$ cat src/rtl/pong_pkg.sv
// Shared types and constants for the LED ping-pong game controller.
package pong_pkg;

  typedef enum logic [2:0] {IDLE, SERVE, MOVE_R, MOVE_L, POINT, OVER} state_t;
  typedef enum logic {LEFT, RIGHT} side_t;

  localparam logic [1:0] WIN_NONE = 2'b00;
  localparam logic [1:0] WIN_L    = 2'b01;
  localparam logic [1:0] WIN_R    = 2'b10;

  function automatic logic [3:0] sat_inc(input logic [3:0] s, input logic [3:0] lim);
    return (s >= lim) ? s : s + 4'd1;
  endfunction

endpackage

$ cat src/rtl/pong_tick_gen.sv
// Move-tick prescaler: single-cycle o_tick every i_div enabled cycles; i_clr restarts the count.
module pong_tick_gen (
  input  logic        i_clk,
  input  logic        i_rst,
  input  logic        i_clr,
  input  logic        i_en,
  input  logic [31:0] i_div,
  output logic        o_tick
);

  logic [31:0] r_cnt;

  // >= keeps the prescaler from running away if the divider shrinks mid-count
  assign o_tick = i_en && (r_cnt >= i_div - 32'd1);

  always_ff @(posedge i_clk) begin
    if (i_rst || i_clr) begin
      r_cnt <= '0;
    end else if (i_en) begin
      r_cnt <= o_tick ? '0 : r_cnt + 32'd1;
    end
  end

endmodule

$ cat src/rtl/pong_ctrl.sv
// LED ping-pong game controller: ball sequencing, hit/miss/fault judging, scores.
// Optional build macro PONG_SPEEDUP_EN shortens the move period on every return.
module pong_ctrl
  import pong_pkg::*;
#(
  parameter int unsigned N_LEDS      = 8,
  parameter int unsigned TICK_DIV    = 25000000,
  parameter int unsigned WIN_SCORE   = 11,
  parameter int unsigned POINT_TICKS = 4,
  parameter int unsigned SPEED_STEP  = 2000000
) (
  input  logic              CLK,
  input  logic              RST,
  input  logic              btn_l,
  input  logic              btn_r,
  output logic [N_LEDS-1:0] leds,
  output logic [3:0]        score_l,
  output logic [3:0]        score_r,
  output logic [1:0]        winner,
  output logic              busy
);

  localparam int unsigned   PW      = (N_LEDS > 1) ? $clog2(N_LEDS) : 1;
  localparam logic [PW-1:0] POS_R   = PW'(N_LEDS - 1);
  localparam logic [3:0]    WIN     = 4'(WIN_SCORE);
  localparam logic [15:0]   PT_LAST = 16'(POINT_TICKS - 1);

  if (TICK_DIV < 4 || WIN_SCORE < 1 || WIN_SCORE > 15 || SPEED_STEP >= TICK_DIV) begin : g_bad_cfg
    $error("pong_ctrl: invalid parameter set");
  end

  state_t        r_state,   w_state_nxt;
  side_t         r_server,  w_server_nxt;
  logic [PW-1:0] r_pos,     w_pos_nxt;
  logic [3:0]    r_score_l, w_score_l_nxt;
  logic [3:0]    r_score_r, w_score_r_nxt;
  logic [1:0]    r_winner,  w_winner_nxt;
  logic [15:0]   r_pt_cnt,  w_pt_cnt_nxt;
  logic          w_tick, w_en, w_clr;
  logic [31:0]   w_div;

  assign w_en  = (r_state == MOVE_R) || (r_state == MOVE_L) || (r_state == POINT);
  assign w_clr = (w_state_nxt != r_state);

  pong_tick_gen u_tick (
    .i_clk  (CLK),
    .i_rst  (RST),
    .i_clr  (w_clr),
    .i_en   (w_en),
    .i_div  (w_div),
    .o_tick (w_tick)
  );

`ifdef PONG_SPEEDUP_EN
  localparam logic [31:0] DIV_MAX = 32'(TICK_DIV);
  localparam logic [31:0] DIV_MIN = 32'(TICK_DIV / 4);
  localparam logic [31:0] STEP    = 32'(SPEED_STEP);

  logic [31:0] r_div;
  logic        w_hit;

  assign w_hit = ((r_state == MOVE_R) && btn_r && (r_pos == POS_R)) ||
                 ((r_state == MOVE_L) && btn_l && (r_pos == '0));

  always_ff @(posedge CLK) begin
    if (RST || r_state == IDLE || (w_state_nxt == SERVE && r_state != SERVE)) begin
      r_div <= DIV_MAX;
    end else if (w_hit) begin
      r_div <= (r_div >= DIV_MIN + STEP) ? r_div - STEP : DIV_MIN;
    end
  end

  assign w_div = r_div;
`else
  assign w_div = 32'(TICK_DIV);
`endif

  always_comb begin
    w_state_nxt   = r_state;
    w_server_nxt  = r_server;
    w_pos_nxt     = r_pos;
    w_score_l_nxt = r_score_l;
    w_score_r_nxt = r_score_r;
    w_winner_nxt  = r_winner;
    w_pt_cnt_nxt  = r_pt_cnt;
    case (r_state)
      IDLE, SERVE: begin
        if (btn_l && (r_state == IDLE || r_server == LEFT)) begin
          w_state_nxt = MOVE_R;
          w_pos_nxt   = '0;
        end else if (btn_r && (r_state == IDLE || r_server == RIGHT)) begin
          w_state_nxt = MOVE_L;
          w_pos_nxt   = POS_R;
        end
      end
      // A button at the far end beats a coincident tick; elsewhere it is a fault.
      MOVE_R: begin
        if (btn_r && r_pos == POS_R) begin
          w_state_nxt = MOVE_L;
        end else if (btn_r || (w_tick && r_pos == POS_R)) begin
          w_score_l_nxt = sat_inc(r_score_l, WIN);
          w_server_nxt  = RIGHT;
          w_pt_cnt_nxt  = '0;
          w_state_nxt   = POINT;
        end else if (w_tick) begin
          w_pos_nxt = r_pos + PW'(1);
        end
      end
      MOVE_L: begin
        if (btn_l && r_pos == '0) begin
          w_state_nxt = MOVE_R;
        end else if (btn_l || (w_tick && r_pos == '0)) begin
          w_score_r_nxt = sat_inc(r_score_r, WIN);
          w_server_nxt  = LEFT;
          w_pt_cnt_nxt  = '0;
          w_state_nxt   = POINT;
        end else if (w_tick) begin
          w_pos_nxt = r_pos - PW'(1);
        end
      end
      POINT: begin
        if (w_tick) begin
          w_pt_cnt_nxt = r_pt_cnt + 16'd1;
          if (r_pt_cnt == PT_LAST) begin
            if (r_score_l == WIN || r_score_r == WIN) begin
              w_state_nxt  = OVER;
              w_winner_nxt = (r_score_l == WIN) ? WIN_L : WIN_R;
            end else begin
              w_state_nxt = SERVE;
            end
          end
        end
      end
      OVER: begin
        if (btn_l || btn_r) begin
          w_state_nxt   = IDLE;
          w_score_l_nxt = '0;
          w_score_r_nxt = '0;
          w_winner_nxt  = WIN_NONE;
        end
      end
      default: w_state_nxt = IDLE;
    endcase
  end

  always_ff @(posedge CLK) begin
    if (RST) begin
      r_state   <= IDLE;
      r_server  <= LEFT;
      r_pos     <= '0;
      r_score_l <= '0;
      r_score_r <= '0;
      r_winner  <= WIN_NONE;
      r_pt_cnt  <= '0;
    end else begin
      r_state   <= w_state_nxt;
      r_server  <= w_server_nxt;
      r_pos     <= w_pos_nxt;
      r_score_l <= w_score_l_nxt;
      r_score_r <= w_score_r_nxt;
      r_winner  <= w_winner_nxt;
      r_pt_cnt  <= w_pt_cnt_nxt;
    end
  end

  always_comb begin
    leds = '0;
    case (r_state)
      SERVE: begin
        if (r_server == LEFT) leds[0] = 1'b1;
        else                  leds[N_LEDS-1] = 1'b1;
      end
      MOVE_R, MOVE_L: leds[r_pos] = 1'b1;
      POINT:          leds = r_pt_cnt[0] ? '0 : '1;
      OVER: begin
        for (int unsigned i = 0; i < N_LEDS; i++) begin
          leds[i] = (r_winner == WIN_L) ? (i < N_LEDS / 2) : (i >= N_LEDS / 2);
        end
      end
      default: leds = '0;
    endcase
  end

  assign score_l = r_score_l;
  assign score_r = r_score_r;
  assign winner  = r_winner;
  assign busy    = (r_state != IDLE) && (r_state != OVER);

endmodule

$ cat config.mk
export PLATFORM = sky130hd
export DESIGN_NAME = pong_ctrl
export DESIGN_NICKNAME = d
export VERILOG_FILES = /design/src/rtl/pong_pkg.sv /design/src/rtl/pong_tick_gen.sv /design/src/rtl/pong_ctrl.sv
export SDC_FILE = /design/constraint.sdc
export NUM_CORES = 1
export LEC_CHECK = 0
export CAP_MARGIN = 20
export CELL_PAD_IN_SITES_DETAIL_PLACEMENT = 0
export CELL_PAD_IN_SITES_GLOBAL_PLACEMENT = 1
export CORE_ASPECT_RATIO = 0.8
export CORE_MARGIN = 1
export CORE_UTILIZATION = 50
export CTS_BUF_LIST = sky130_fd_sc_hd__clkbuf_16
export CTS_CLUSTER_SIZE = 16
export DETAILED_ROUTE_END_ITERATION = 12
export GPL_TIMING_DRIVEN = 0
export PLACE_DENSITY_LB_ADDON = 0.1
export SYNTH_ARGS = -nofsm -noshare
export SYNTH_HDL_FRONTEND = slang
export SYNTH_HIERARCHICAL = 1
export SYNTH_SLANG_ARGS = --single-unit
$ cat constraint.sdc
create_clock -name CLK -period 9.4 [get_ports CLK]
set_clock_uncertainty 0.2 [all_clocks]
set_input_delay 0.94 -clock CLK [delete_from_list [all_inputs] [get_ports CLK]]
set_output_delay 0.94 -clock CLK [all_outputs]
set_load 0.02 [all_outputs]
Yosys cells after proc, flatten, opt, wreduce, memory -nomap -nowiden:

Cells that the tools add are included.

* memory bits (writable): 0
* memory bits (read-only): 0
* bits in registers: 65
* memories: 0
* latch bits: 0

* eq/ne operators: 27
* multiply operators: 0
* bitwise logic cells: 1
* shift-type cells: 0
* multiplexer cells: 57
* magnitude comparators: 5
* $add $sub $neg: 6
* div/mod/pow operators: 0
* reduce and logical (&&, ||, !) cells: 35

Operators by type and width (count)
* 16-bit 2-to-1 mux: 5
* 3-bit 2-to-1 mux: 18
* 16-bit case mux with 3 select lines: 1
* 32-bit by 1-bit adder with 32-bit output, second input constant: 1
* 32-bit by 25-bit >= comparator with 1-bit output, second input constant: 1
* 32-bit 2-to-1 mux: 1
* 4-bit 2-to-1 mux: 7
* 5-bit AND reduction: 4
* 6-bit case mux with 3 select lines: 1
* 16-bit by 1-bit adder with 16-bit output, second input constant: 1
* 16-bit by 2-bit equality test with 1-bit output, second input constant: 1
* 4-bit case mux with 2 select lines: 2
* 3-bit case mux with 5 select lines: 1
* 2-bit by 1-bit inequality test with 1-bit output, second input constant: 7
* 2-bit inequality test, second input constant: 7
* 2-bit 2-to-1 mux: 5
* 3-bit equality test, second input constant: 3
* 1-bit logical AND: 9
* 1-bit logical OR: 9
* 1-bit 2-to-1 mux: 9
* 3-bit case mux with 3 select lines: 1
* 3-bit nonzero test: 3
* 4-bit by 1-bit adder with 4-bit output, second input constant: 2
* 4-bit equality test, second input constant: 2
* other kinds (21): 30

Longest topological paths before layout:

* depth in word-level cells: 11
* depth in mapped cells: 26
* gate-level depth less buffers: 22

Cells and area by module:

Netlist, hierarchy kept.

Modules (own cells, without submodules)
* pong_tick_gen: cells an instance 325, area each 2663.8 µm², instances 1
* pong_ctrl: cells an instance 305, area each 2381.0 µm², instances 1

Least setup slack after synthesis:

No wires, ideal clock.

* path kind: register -> register
* start point: reg u_tick.r_cnt[30]
* end point: reg u_tick.r_cnt[21]
* data required time: 9083 ps
* buffers on the path: 3
* slack: 5154 ps
* arrival time: 3929 ps
* clock period less this slack: 4246 ps
* library setup time: 117 ps
* stages on the path, launching flop included: 17
* cell sequence: dfxtp_1 > ha_1 > nand4_1 > or2_2 > or4_1 > o31ai_1 > or4b_4 > o211ai_2 > o21a_1 > buf_2 > a211oi_1 > o22ai_1 > nor2_1 > o311ai_1 > buf_2 > buf_2 > nor2_1

* longest elaborated chain between the ends: 9
* elaborated cells between the ends (all ways): 15
* classes of those cells: order compare (1); eq/ne (1); mux (7); reduce/logical (6)

RTL lines
* start, declared: RTL line pong_tick_gen.sv:11 `logic [31:0] r_cnt;`
* start signal, assigned: RTL line pong_tick_gen.sv:20 `r_cnt <= o_tick ? '0 : r_cnt + 32'd1;`
* 32-bit by 25-bit >= comparator with 1-bit output *: RTL line pong_tick_gen.sv:14 `assign o_tick = i_en && (r_cnt >= i_div - 32'd1);`
* 1-bit logical AND *: RTL line pong_tick_gen.sv:14
* via w_tick: RTL line pong_ctrl.sv:39 `logic w_tick, w_en, w_clr;`
* 1-bit logical AND (on tied branches): RTL line pong_ctrl.sv:112, pong_ctrl.sv:100
* 1-bit logical OR (on tied branches): RTL line pong_ctrl.sv:112, pong_ctrl.sv:100
* 3-bit 2-to-1 mux (on tied branches): RTL line pong_ctrl.sv:112, pong_ctrl.sv:100
* 3-bit 2-to-1 mux (on tied branches): RTL line pong_ctrl.sv:110, pong_ctrl.sv:98
* 3-bit case mux with 5 select lines *: RTL line pong_ctrl.sv:86 `case (r_state)`
* 3-bit inequality test *: RTL line pong_ctrl.sv:43 `assign w_clr = (w_state_nxt != r_state);`
* via w_clr: RTL line pong_ctrl.sv:39
* 1-bit logical OR *: RTL line pong_tick_gen.sv:17 `if (i_rst || i_clr) begin`

The timed path passes the listed nets; every way through them passes the cells marked *.
A chain may end at the register's enable or synchronous reset.

Final worst setup path:

* start point: reg u_tick.r_cnt[30]
* end point: reg u_tick.r_cnt[22]

Same word-level chain as after synthesis.

==> results.json <==
{
  "status": "complete, no violations",
  "critical_path.slowest_cell": "o31ai_1",
  "hpwl_mm": 9.71,
  "setup.worst_path.start": "u_tick/r_cnt[30]",
  "cpPeakStageDelay_ps": 900,
  "htreeDepth": 3,
  "p_sw_frac": 0.311,
  "cts.sinks": 65,
  "synth_ff_type": "dfxtp_1",
  "fin_setup_tns_ps": 0,
  "power_frac_comb": 0.239,
  "postCtsSetupRepairBufs": 0,
  "placed_cells": 888,
  "required_ps": 9420,
  "yosys-top-cells-area": "dfxtp_1 (26%), ha_1 (9.2%), xnor2_1 (6.8%), nor2_1 (5.9%), xor2_1 (4.5%)",
  "synth_common_cells": "nor2_1 (79), dfxtp_1 (65), nand2_1 (43)",
  "grt_pass1_wl_mm": 20.7,
  "r2r_setup_slack_ps": 4060,
  "critPathKind": "flip-flop to flip-flop",
  "seqPwrFrac": 0.361,
  "tightest_slew_ps": 1070,
  "fp.dieH_um": 91.8,
  "clock.fmax_mhz": 187,
  "end_kind": "flip-flop",
  "start_kind": "flip-flop",
  "syn_area_um2": 5040,
  "final_nets": 805,
  "routabilityCongestion": 0.930,
  "postSynthCellCount": 630,
  "min_period_ps": 5340,
  "synth_top_family_by_area": "simple AND/OR/NAND/NOR gates",
  "io_buffers": 21,
  "areaGrowthSynthToFinish_pct": 20.7,
  "grt_pass1_vias": 4377,
  "power_mw": 0.805,
  "ctsLongestPathBuffers": 2,
  "cts_resized": 0,
  "power.density_nw_per_um2": 132,
  "core-area_um2": 9730,
  "firstDrtPassIters": 5,
  "die-area_um2": 10500,
  "p_int_mw": 0.555,
  "cts_tree": "yes",
  "synthAdderAreaFrac": 0.0957,
  "crit_arrival_ps": 5360,
  "r2r_start": "u_tick/r_cnt[30]",
  "clkTransAtPathRegs_ps": 50,
  "cts_root_buffer": "clkbuf_16",
  "finalSetupViolations": 0,
  "yosysSeqAreaShare": 0.258,
  "worstHoldPathCells": 2,
  "clkPwrFrac": 0.400,
  "reg2reg_depth": 16,
  "crit_top_cell": "buf_2",
  "drc": 0,
  "finalHoldViolCount": 0,
  "grt_util_all_layers": 0.248,
  "fin_cells": 904,
  "synth_edf_count": 0,
  "pin_count": 23,
  "grt.overflow.total": 0,
  "rows": 32,
  "power.switching_mw": 0.250,
  "synth_simple_gate_area_share": 0.317,
  "drt_iter0_drc": 383,
  "ys_async_sr_fraction": 0,
  "die_x_um": 114,
  "crit_chain": "ha_1 -> nand4_1 -> or2_2 -> or4_1 -> o31ai_1 -> or4b_4 -> o211ai_2 -> o21a_1 -> buf_2 -> a211oi_1 -> o22ai_1 -> nor2_1 -> o311ai_1 -> buf_2 -> buf_2 -> nor2_1",
  "drv_slew": 0,
  "ys_ff_latch": 65,
  "synth_top_area_frac": 0.258,
  "vias": 4791,
  "drt-total-wl_mm": 12.2,
  "antenna_found_initial": 0,
  "cp_max_fo": 10,
  "slew-limit-headroom": 0.281,
  "synthMuxAreaShare": 0.0164,
  "worstHoldEndpoint": "score_r[1]",
  "hold_path.class": "flip-flop to flip-flop",
  "synth_cell_types": 69,
  "yosys.area.top_type": "dfxtp_1",
  "postCtsHoldBufs": 0,
  "antenna_cells": 0,
  "synth_compound_area_frac": 0.163,
  "timing.rr.end": "u_tick/r_cnt[22]",
  "maxCapViolCount": 0,
  "cts_buffers": 9,
  "nFillCells": 914,
  "grt_max_degree": 12,
  "synth_xor_area_frac": 0.113,
  "syn_avg_cell_area_um2": 8.01,
  "irDropWorstVdd_mv": 0.101,
  "p_leak_nw": 2.37,
  "ant_nets": 0,
  "fin_util": 0.626,
  "wl_per_cell_um": 13.5,
  "period_share": 0.568,
  "final_layout_size_suffix_gt1_frac": 0.0560,
  "avgViaCountPerCell": 5.30,
  "rsz0062_at_grt": "no",
  "yosysMostFrequentCell": "nor2_1",
  "hp-start": "score_r[1]",
  "initial_core_util": 0.519,
  "ys.warnings.count": 6,
  "clock_latency_ps": 330
}
==> registers in the layout (all words and copies together) (netlist names) <==
signal and cells:
u_tick/r_cnt 32, r_pt_cnt 16, score_l 4, score_r 4, r_pos 3, r_state 3
winner 2, r_server 1
==> power groups by stage <==
stage / clock network (mW) / registers, mW / logic (mW)
6_report: 0.322 / 0.290 / 0.192
3_5_place_dp: 0 / 0.296 / 0.187
4_1_cts: 0.328 / 0.290 / 0.188
5_1_grt: 0.343 / 0.292 / 0.211
2_1_floorplan: 0 / 0.296 / 0.134
3_3_place_gp: 0 / 0.296 / 0.185
==> per-stage QoR <==
stage / worst slack [ps] / area, um2 / hold slack [ps]
floorplan: 5150 / 5420 / 271
global placement: 4230 / 5800 / 284
detailed placement: 4230 / 5800 / 297
CTS: 4130 / 6090 / 307
global route: 3780 / 6090 / 345
finish: 4060 / 6090 / 304
==> layout make-up <==
| type | count | area [um2] | area share |
|---|---|---|---|
| Multi-Input combinational cell | 625 | 3940 | 0.647 |
| Tap cell | 136 | 170 | 0.0279 |
| Timing Repair Buffer | 21 | 210 | 0.0345 |
| Clock buffer | 9 | 225 | 0.0370 |
| Buffer | 27 | 126 | 0.0207 |
| Sequential cell | 65 | 1300 | 0.214 |
| Inverter | 14 | 52.6 | 0.00863 |
| Clock inverter | 7 | 61.3 | 0.0101 |
==> worst max-delay path, delay by kind of cell (launching register included) <==
kind / cells / cell delay [ps]
AOI/OAI and AO/OA: 6 / 1640
adders and majority gates: 1 / 330
buffers and inverters: 3 / 800
DFF: 1 / 330
and+or+nand+nor: 6 / 1910
==> cells in the final DEF (no fill, tap or decap), drive strengths merged, types with 4 or more instances in the layout <==
| master | n |
|---|---|
| and3 | 6 |
| or4 | 5 |
| clkdlybuf4s50 | 21 |
| xor2 | 26 |
| o21ai | 22 |
| nor2 | 79 |
| mux2i | 6 |
| clkbuf | 25 |
| a21oi | 24 |
| nand3 | 16 |
| conb | 103 |
| o22ai | 4 |
| and2 | 11 |
| dfxtp | 65 |
| a211oi | 12 |
| nand2 | 43 |
| and4 | 8 |
| a21boi | 5 |
| nor3 | 20 |
| clkinv | 4 |
| ha | 37 |
| xnor2 | 39 |
| or3 | 11 |
| o211ai | 15 |
| buf | 11 |
| inv | 14 |
| nand2b | 27 |
| nor4 | 9 |
| nand3b | 10 |
| nand4 | 23 |
| o31ai | 9 |
| nor2b | 5 |
| o21a | 5 |
==> metal layers <==
layer	routed length [um]	share of wire	global-route usage
met1	6090	0.50	0.358
met2	5280	0.43	0.380
met3	765	0.063	0.0482
met4	97	0.0079	0.0552
met5	0	0	0
==> cell families after synthesis <==
group / count (synthesis)
xor+xnor: 65
compound gates: 120
buf+inv: 41
flops: 65
other cells: 2
simple gates: 291
mux: 8
fa+ha+maj: 38
==> how the worst max path moves through the flow <==
stage / end / slack (ps) / depth (start not counted)
floorplan: u_tick/r_cnt[21] / 5150 / 16
global placement: u_tick/r_cnt[21] / 4230 / 16
detailed placement: u_tick/r_cnt[22] / 4230 / 16
CTS: u_tick/r_cnt[22] / 4130 / 16
global route: u_tick/r_cnt[22] / 3780 / 16
finish: u_tick/r_cnt[22] / 4060 / 16
Power figures use the tool's default switching activity.
